`src/rtl/cic_pkg.sv`:
```
// Shared constants and helpers for the I/Q CIC decimator: accumulator sizing,
// decimation-ratio limits and the output saturation test.
package cic_pkg;

   localparam int R_MIN = 2;

   function automatic int acc_width(input int in_w, input int stages, input int rate_log2);
      return in_w + stages * rate_log2;
   endfunction

   function automatic int rate_max(input int rate_log2);
      return 1 << rate_log2;
   endfunction

   // True when x lies outside the signed out_w-bit range; accumulators up to 64 bits.
   function automatic logic sat_hit(input logic signed [63:0] x, input int out_w);
      logic signed [63:0] hi;
      logic signed [63:0] lo;
      hi = (64'sd1 <<< (out_w - 1)) - 64'sd1;
      lo = -hi - 64'sd1;
      return (x > hi) || (x < lo);
   endfunction

endpackage

```
`src/rtl/cic_chan.sv`:
```
// One CIC channel: pipelined integrator cascade, decimated comb pipeline and
// the shift/saturate stage feeding the shared output register.
module cic_chan
   import cic_pkg::*;
#(
   parameter int IN_W      = 8,
   parameter int OUT_W     = 16,
   parameter int STAGES    = 4,
   parameter int RATE_LOG2 = 12
) (
   input  logic                    clk,
   input  logic                    rst,
   input  logic                    i_in_en,
   input  logic signed [IN_W-1:0]  i_x,
   input  logic                    i_snap,
   input  logic [STAGES-1:0]       i_comb_en,
   input  logic [5:0]              i_shift,
   output logic signed [OUT_W-1:0] o_y,
   output logic                    o_sat
);

   localparam int ACC_W = acc_width(IN_W, STAGES, RATE_LOG2);
   localparam logic signed [OUT_W-1:0] SMAX = {1'b0, {(OUT_W-1){1'b1}}};
   localparam logic signed [OUT_W-1:0] SMIN = {1'b1, {(OUT_W-1){1'b0}}};

   function automatic logic signed [ACC_W-1:0] arith_shift(input logic signed [ACC_W-1:0] x,
                                                           input logic [5:0] sh);
      logic signed [ACC_W-1:0] r;
      if (32'(sh) >= ACC_W) r = {ACC_W{x[ACC_W-1]}};
      else                  r = x >>> sh;
      return r;
   endfunction

   logic signed [ACC_W-1:0] w_x_ext;
   logic signed [ACC_W-1:0] r_int     [STAGES];
   logic signed [ACC_W-1:0] r_snap_p0;
   logic signed [ACC_W-1:0] r_comb    [STAGES];
   logic signed [ACC_W-1:0] r_dly     [STAGES];
   logic signed [ACC_W-1:0] w_comb_in [STAGES];
   logic signed [ACC_W-1:0] w_sh;
   logic signed [63:0]      w_sh64;
   logic                    w_hit;

   assign w_x_ext = ACC_W'(i_x);

   // Integrators: one register per stage, each adding the previous stage's register.
   always_ff @(posedge clk) begin
      if (rst) begin
         for (int k = 0; k < STAGES; k++) r_int[k] <= '0;
      end else if (i_in_en) begin
         r_int[0] <= r_int[0] + w_x_ext;
         for (int k = 1; k < STAGES; k++) r_int[k] <= r_int[k] + r_int[k-1];
      end
   end

   // Decimation point: snapshot of the last integrator at each period end.
   always_ff @(posedge clk) begin
      if (rst)         r_snap_p0 <= '0;
      else if (i_snap) r_snap_p0 <= r_int[STAGES-1];
   end

   always_comb begin
      w_comb_in[0] = r_snap_p0;
      for (int k = 1; k < STAGES; k++) w_comb_in[k] = r_comb[k-1];
   end

   // Combs: each stage fires once as the decimated sample ripples through.
   always_ff @(posedge clk) begin
      if (rst) begin
         for (int k = 0; k < STAGES; k++) begin
            r_comb[k] <= '0;
            r_dly[k]  <= '0;
         end
      end else begin
         for (int k = 0; k < STAGES; k++) begin
            if (i_comb_en[k]) begin
               r_comb[k] <= w_comb_in[k] - r_dly[k];
               r_dly[k]  <= w_comb_in[k];
            end
         end
      end
   end

   assign w_sh   = arith_shift(r_comb[STAGES-1], i_shift);
   assign w_sh64 = 64'(w_sh);
   assign w_hit  = sat_hit(w_sh64, OUT_W);

   always_comb begin
      o_y = w_sh64[OUT_W-1:0];
      if (w_hit) o_y = w_sh64[63] ? SMIN : SMAX;
   end

   assign o_sat = w_hit;

endmodule

```
`src/rtl/cic_decim_iq.sv`:
```
// I/Q CIC decimator top: sample counter, ratio latch, valid pipeline and the
// held output register with sticky overrun/saturation flags.
module cic_decim_iq
   import cic_pkg::*;
#(
   parameter int IN_W      = 8,
   parameter int OUT_W     = 16,
   parameter int STAGES    = 4,
   parameter int RATE_LOG2 = 12
) (
   input  logic                    clk,
   input  logic                    rst,
   input  logic                    in_valid,
   input  logic signed [IN_W-1:0]  in_i,
   input  logic signed [IN_W-1:0]  in_q,
   input  logic [RATE_LOG2:0]      rate,
   input  logic [5:0]              shift,
   output logic                    out_valid,
   input  logic                    out_ready,
   output logic signed [OUT_W-1:0] out_i,
   output logic signed [OUT_W-1:0] out_q,
   output logic                    overrun,
   output logic                    sat
);

   localparam logic [RATE_LOG2:0] REFF_MIN = (RATE_LOG2+1)'(R_MIN);
   localparam logic [RATE_LOG2:0] REFF_MAX = (RATE_LOG2+1)'(rate_max(RATE_LOG2));

   logic [RATE_LOG2:0]      r_reff;
   logic [RATE_LOG2:0]      r_cnt;
   logic [RATE_LOG2:0]      w_reff_nxt;
   logic                    w_last;
   logic [STAGES:0]         r_vld_p;
   logic                    w_load;
   logic signed [OUT_W-1:0] w_y_i;
   logic signed [OUT_W-1:0] w_y_q;
   logic                    w_sat_i;
   logic                    w_sat_q;
   logic                    r_out_valid;
   logic signed [OUT_W-1:0] r_out_i;
   logic signed [OUT_W-1:0] r_out_q;
   logic                    r_overrun;
   logic                    r_sat;

   always_comb begin
      w_reff_nxt = rate;
      if (rate < REFF_MIN)      w_reff_nxt = REFF_MIN;
      else if (rate > REFF_MAX) w_reff_nxt = REFF_MAX;
   end

   assign w_last = in_valid && (r_cnt == r_reff - 1'b1);

   // Ratio is re-latched only while in reset and on the sample closing a period.
   always_ff @(posedge clk) begin
      if (rst) begin
         r_cnt  <= '0;
         r_reff <= w_reff_nxt;
      end else if (w_last) begin
         r_cnt  <= '0;
         r_reff <= w_reff_nxt;
      end else if (in_valid) begin
         r_cnt  <= r_cnt + 1'b1;
      end
   end

   // Bit 0 marks the snapshot, bit k marks comb stage k-1 done, top bit loads the output.
   always_ff @(posedge clk) begin
      if (rst) r_vld_p <= '0;
      else     r_vld_p <= {r_vld_p[STAGES-1:0], w_last};
   end

   assign w_load = r_vld_p[STAGES];

   cic_chan #(
      .IN_W(IN_W), .OUT_W(OUT_W), .STAGES(STAGES), .RATE_LOG2(RATE_LOG2)
   ) u_chan_i (
      .clk(clk), .rst(rst), .i_in_en(in_valid), .i_x(in_i), .i_snap(w_last),
      .i_comb_en(r_vld_p[STAGES-1:0]), .i_shift(shift), .o_y(w_y_i), .o_sat(w_sat_i)
   );

   cic_chan #(
      .IN_W(IN_W), .OUT_W(OUT_W), .STAGES(STAGES), .RATE_LOG2(RATE_LOG2)
   ) u_chan_q (
      .clk(clk), .rst(rst), .i_in_en(in_valid), .i_x(in_q), .i_snap(w_last),
      .i_comb_en(r_vld_p[STAGES-1:0]), .i_shift(shift), .o_y(w_y_q), .o_sat(w_sat_q)
   );

   // A new result always wins over a same-cycle handshake; overwrite only flags when unconsumed.
   always_ff @(posedge clk) begin
      if (rst) begin
         r_out_valid <= 1'b0;
         r_out_i     <= '0;
         r_out_q     <= '0;
         r_overrun   <= 1'b0;
         r_sat       <= 1'b0;
      end else if (w_load) begin
         r_out_valid <= 1'b1;
         r_out_i     <= w_y_i;
         r_out_q     <= w_y_q;
         if (r_out_valid && !out_ready) r_overrun <= 1'b1;
         if (w_sat_i || w_sat_q)        r_sat     <= 1'b1;
      end else if (r_out_valid && out_ready) begin
         r_out_valid <= 1'b0;
      end
   end

   assign out_valid = r_out_valid;
   assign out_i     = r_out_i;
   assign out_q     = r_out_q;
   assign overrun   = r_overrun;
   assign sat       = r_sat;

endmodule

```
`config.mk`:
```
export PLATFORM = sky130hd
export DESIGN_NAME = cic_decim_iq
export DESIGN_NICKNAME = d
export VERILOG_FILES = /design/src/rtl/cic_pkg.sv /design/src/rtl/cic_chan.sv /design/src/rtl/cic_decim_iq.sv
export SDC_FILE = /design/constraint.sdc
export NUM_CORES = 2
export LEC_CHECK = 0
export ABC_AREA = 0
export BUFFER_PORTS_ARGS = -buffer_cell sky130_fd_sc_hd__buf_2
export CELL_PAD_IN_SITES_DETAIL_PLACEMENT = 0
export CELL_PAD_IN_SITES_GLOBAL_PLACEMENT = 1
export CORE_MARGIN = 10
export CORE_UTILIZATION = 56
export DETAILED_ROUTE_END_ITERATION = 7
export PLACE_DENSITY_LB_ADDON = 0.1
export SLEW_MARGIN = 10
export SYNTH_ARGS = -nofsm -noshare
export SYNTH_HDL_FRONTEND = slang
export SYNTH_HIERARCHICAL = 1
export SYNTH_SLANG_ARGS = --single-unit
```
`constraint.sdc`:
```
create_clock -name clk -period 7 [get_ports clk]
set_input_delay 1.05 -clock clk [delete_from_list [all_inputs] [get_ports clk]]
set_output_delay 1.05 -clock clk [all_outputs]
set_load 0.03 [all_outputs]
```
; ---- Yosys cells after proc, flatten, opt, wreduce, memory -nomap -nowiden
; Memories as Yosys holds them, arrays and structs flattened.
; Index checks and enable logic that the tools add are counted.
[word_totals]
out_inout_bits = 35
in_bits = 39
reg_bits = 178
memories = 6
ramBits = 1344
elab_cells = 133
[op_classes]
reduce_logical = 12
bitwise = 24
n_lt_le_gt_ge = 7
n_eq_ne = 1
shifts = 2
addsub = 18
muxes = 53
[mem_list]
columns = memory, words, word_bits, read_ports, rd_clocked_by_memory_dff, wr, line_no
row1 = u_chan_i.r_comb, 4, 56, 4, 0, 4, cic_chan.sv:37  ; logic signed [ACC_W-1:0] r_comb [STAGES];
row2 = u_chan_i.r_dly, 4, 56, 4, 0, 4, cic_chan.sv:38  ; logic signed [ACC_W-1:0] r_dly [STAGES];
row3 = u_chan_i.r_int, 4, 56, 4, 0, 4, cic_chan.sv:35  ; logic signed [ACC_W-1:0] r_int [STAGES];
row4 = u_chan_q.r_comb, 4, 56, 4, 0, 4, cic_chan.sv:37
row5 = u_chan_q.r_dly, 4, 56, 4, 0, 4, cic_chan.sv:38
row6 = u_chan_q.r_int, 4, 56, 4, 0, 4, cic_chan.sv:35
[ops]
columns = op, n
row1 = 56-bit two-way mux, 26
row2 = 56-bit subtractor, 8
row3 = 56-bit adder, 6
row4 = 56-bit by 8-bit adder with 56-bit output, 2
row5 = 56-bit by 16-bit greater-than comparator with 1-bit output (second input constant), 2
row6 = 56-bit by 16-bit less-than comparator with 1-bit output (second input constant), 2
row7 = 56-bit by 6-bit >>> shifter with 56-bit output, 2
row8 = 16-bit two-way mux, 4
row9 = 13-bit two-way mux, 4
row10 = 1-bit OR, 24
row11 = 1-bit two-way mux, 19
row12 = 13-bit by 1-bit adder with 13-bit output (second input constant), 1
row13 = 13-bit equality test, 1
row14 = 13-bit greater-than comparator (second input constant), 1
row15 = 13-bit by 2-bit less-than comparator with 1-bit output (second input constant), 1
row16 = 13-bit by 1-bit subtractor with 13-bit output (second input constant), 1
row17 = 6-bit >= comparator (second input constant), 1
row18 = 2-bit AND reduction, 2
row19 = 2-bit nonzero test, 2
row20 = 1-bit logical AND, 3
row21 = 1-bit logical OR, 3
row22 = 2-bit OR reduction, 1
row23 = 1-bit zero test, 1

; ---- Longest topological paths before layout
[depth]
ltp_word = 6
ltp_mapped = 18
depth_no_buf = 14

; ---- Cells and area by module
; Netlist, hierarchy kept.
[modules_own_cells]
columns = mod, n_inst, area_each_um2, cells_per_inst, seq_area_each_um2
row1 = cic_chan (u_chan_i), 1, 54977.7, 5913, 21300.4
row2 = cic_chan (u_chan_q), 1, 53913.0, 5645, 21300.4
row3 = cic_decim_iq, 1, 2987.9, 301, 1451.4

; ---- Worst setup path before layout
; Ideal clock, no wire load.
[synth_timing]
kind = in2reg
startpoint = input port rst
endpoint = memory u_chan_q/r_int[0][0] (netlist name) (enable)
t_required_ps = 6508
setup_slack_ps = 2192
setup_ps = 492
stages = 3
arrival_ps = 4317
n_path_buf = 2
path_cell_list = clkbuf_1 clkbuf_1 or2_2
[synth_rtl]
columns = element, line_no
row1 = from (decl), cic_decim_iq.sv:12  ; input logic rst,
row2 = to (decl), cic_chan.sv:35

; ---- Final worst setup path
[layout_timing]
startpoint = input port shift[3]
endpoint = register r_out_q[1], in the netlist out_q[1]
[layout_via]
elab_chain_len = 5
word_cells_on_any_way = 8
classes_between = 3 x order compare / 1 x shift / 3 x mux / 1 x reduce/logical
[layout_rtl]
columns = element, line_no
row1 = from (decl), cic_decim_iq.sv:17  ; input logic [5:0] shift,
row2 = 56-bit by 6-bit >>> shifter with 56-bit output or 6-bit >= comparator (tied branches), "cic_chan.sv:30, cic_chan.sv:29"
row3 = 56-bit two-way mux *, cic_chan.sv:29  ; if (32'(sh) >= ACC_W) r = {ACC_W{x[ACC_W-1]}};
row4 = 56-bit by 16-bit greater-than comparator with 1-bit output or 56-bit by 16-bit less-than comparator with 1-bit output (tied branches), cic_pkg.sv:21  ; return (x > hi) || (x < lo);
row5 = 1-bit logical OR, cic_pkg.sv:21
row6 = 16-bit two-way mux *, cic_chan.sv:90  ; if (w_hit) o_y = w_sh64[63] ? SMIN : SMAX;
row7 = net w_y_q[1], cic_decim_iq.sv:36  ; logic signed [OUT_W-1:0] w_y_q;
row8 = to (signal assigned), cic_decim_iq.sv:99  ; r_out_q <= w_y_q;
row9 = to (decl), cic_decim_iq.sv:41  ; logic signed [OUT_W-1:0] r_out_q;
; The timed path passes the listed nets; every way through them passes the cells marked *.
; A chain may end at the register's enable or synchronous reset.

==> flow_summary.toml <==
[run_status]
outcome = "completed"

[logic_synthesis]
ys.flop_type = "edfxtp_1"
async_flop_share = 0
seq_area_frac_synth = 0.394
netlist_area_um2 = 112000
synth-edff-count = 1357
syn_avg_cell_area_um2 = 9.43
synth_nets = 12800
ys_types = 114
ys_warn_count = 6
synth-seq-cells = 1522
syn_inst = 11900

[cts]
clk_latency_ns = 0.80
clkTransAtPathRegs_ns = 0.06
clock_sinks = 1522
cts_resized = 0
cts_setup_buffers = 0
clockRootBuffer = "clkbuf_16"
clock_path_buffers = 3
postCtsHoldBufs = 0
htreeDepth = 4
cts_tree = "done"
cts_buffers = 173

[placed_design]
dp_hpwl_mm = 199
dpl_worst_slack_ns = 1.30
gp_congestion = 0.922
io_buffer_count = 73

[worst_setup_path]
cp.required_ns = 7.65
path_class = "in2reg"
crit_arrival_ns = 5.61
worst-path-max-fanout = 76
crit_path_end_kind = "flop"
cp-start-kind = "input pin"

[power_and_ir_drop]
leakagePower_nw = 51.0
power_density_nw_per_um2 = 216
swShare = 0.296
p_int_mw = 18.3
pwr-share-seq = 0.420
p_sw_mw = 7.67
pwr-share-clk = 0.353
combPwrFrac = 0.227
ir_drop_mv = 0.267

[final_layout]
multi_input_area_um2 = 63200
layout_commonest_cell = "nor2_1"
final_cell_mix = "nor2_1 (1372), edfxtp_1 (1357), a21oi_1 (928)"
final_net_count = 12600
fill_cells = 17000
syn_to_final_growth_pct = 7.39
layout-drive-gt1-share = 0.0616
seqCellArea_um2 = 44100

[sta]
whs_ns = 0.454
finalCriticalPeriod_ns = 4.96
period_share = 0.708
rsz0062_at_grt = "no"
setup_ws_ns = 2.04
tightest_slew_ns = 1.10
clock_skew_ns = 0.0257
setup_viol = 0
setup_tns_ns = 0
slew_viol_final = 0
finalHoldViolCount = 0
maxSlewHeadroom = 0.248
max_freq_mhz = 202

[route]
vias = 85300
antenna_left = 0
finalWirelength_mm = 261
route.detailed.drc = 0
drt_iter0_drc = 5273
via_per_inst = 5.88
wire_per_inst_um = 18.0
firstDrtPassIters = 6

[die]
die_x_um = 467
initial_utilization = 0.562
dieHeight_um = 467
core.rowCount = 164
core_area_um2 = 199000
dieArea_um2 = 218000
boundaryPins = 74

[global_route]
grt_pass1_wl_mm = 424
grt_antenna_before_repair = 12
grt_max_degree = 163
grt_pass1_vias = 81700
overflow = 0
grt.total_usage = 0.231

[flow_run]
maxCapViolations = 0

[hold_path]
hold_class = "reg2reg"
==> cells by family (layout without fill, tap and decap cells) <==
kind of cell | count (synthesis) | in the layout | share of synthesized area
compound gates | 3209 | 3209 | 0.186
xor+xnor | 723 | 723 | 0.0566
fa+ha+maj | 898 | 898 | 0.102
buf+inv | 1191 | 1164 | 0.0421
flops | 1522 | 1522 | 0.394
mux | 477 | 477 | 0.0539
other cells | 0 | 8 | 0
simple gates | 3839 | 3839 | 0.166
==> final timing paths <==
check,from,endpoint,slack [ns],depth (start not counted)
worst max-delay path,shift[3],out_q[1],2.04,15
worst min-delay path,sat,sat,0.45,2
worst min register to register,sat,sat,0.45,2
worst max register to register,u_chan_q/r_int[0][1],u_chan_q/r_int[0][51],2.30,12
==> power groups by stage <==
stage,combinational [mW],clock [mW],sequential (mW)
floorplan,4.67,0,10.9
global placement,5.73,0,11.1
detailed placement,5.81,0,11.1
CTS,5.84,9.43,10.9
global route,6.57,9.78,11.0
finish,5.89,9.15,10.9
==> per-stage QoR <==
stage	area [um^2]	util	power, mW	std cells
after global placement	114000	0.574	16.8	14200
after floorplan	112000	-	15.5	11900
after CTS	120000	0.603	26.2	14500
after detailed placement	114000	0.574	16.9	14200
after global routing	120000	0.603	27.3	14500
final	120000	0.603	26.0	14500
==> registers in the layout (all words and copies together), names as in the netlist, 16 cells and up <==
| name | count |
|---|---|
| out_i | 16 |
| out_q | 16 |
| u_chan_i/r_comb | 224 |
| u_chan_i/r_dly | 224 |
| u_chan_i/r_int | 224 |
| u_chan_i/r_snap_p0 | 56 |
| u_chan_q/r_comb | 224 |
| u_chan_q/r_dly | 224 |
| u_chan_q/r_int | 224 |
| u_chan_q/r_snap_p0 | 56 |
==> cells in the mapped netlist, drive strengths merged (137+ instances only) <==
cell    instances  area, um^2
nor3          230        1160
inv           685        2570
edfxtp       1357       40700
a21oi         929        4650
xnor2         394        3450
mux2i         320        3200
o21ai         586        3000
clkbuf        405        1520
dfxtp         165        3300
and2          516        3230
ha            882       11000
a31oi         137         863
nor2         1373        5160
a21o          600        4500
nand2         709        2660
xor2          329        2880
nand3         204        1020
nand2b        145         907
nand4         145         907
==> critical path, cell delays in order <==
cell	delay [ns]
buf_6	0.56
buf_4	0.58
mux4_2	0.42
mux2_2	0.30
mux2i_1	0.20
mux2i_1	0.20
nand4bb_1	0.27
nor4_2	0.40
nand4_1	0.13
and3_4	0.23
nor4_4	0.33
or2_2	0.41
o21ai_0	0.20
mux2i_1	0.20
nor2_1	0.06
==> metal layers <==
metal | wire length, um | global-route usage | up-vias | share of wire
met3 | 10400 | 0.0251 | 436 | 0.040
met2 | 118000 | 0.377 | 1790 | 0.45
li1 | - | - | 43100 | -
met4 | 7920 | 0.0677 | 0 | 0.030
met5 | 0 | 0 | - | 0
met1 | 125000 | 0.326 | 40000 | 0.48
==> cell type report <==
type | count | area share
diodes | 8 | 0.000167
clock buffers | 219 | 0.0401
clock inverters | 100 | 0.00865
inverters | 688 | 0.0215
multi-input cells | 9146 | 0.526
flip-flops and latches | 1522 | 0.367
well taps | 2656 | 0.0277
repair buffers | 157 | 0.00892
Note: power is estimated with default switching activity, not from simulation.
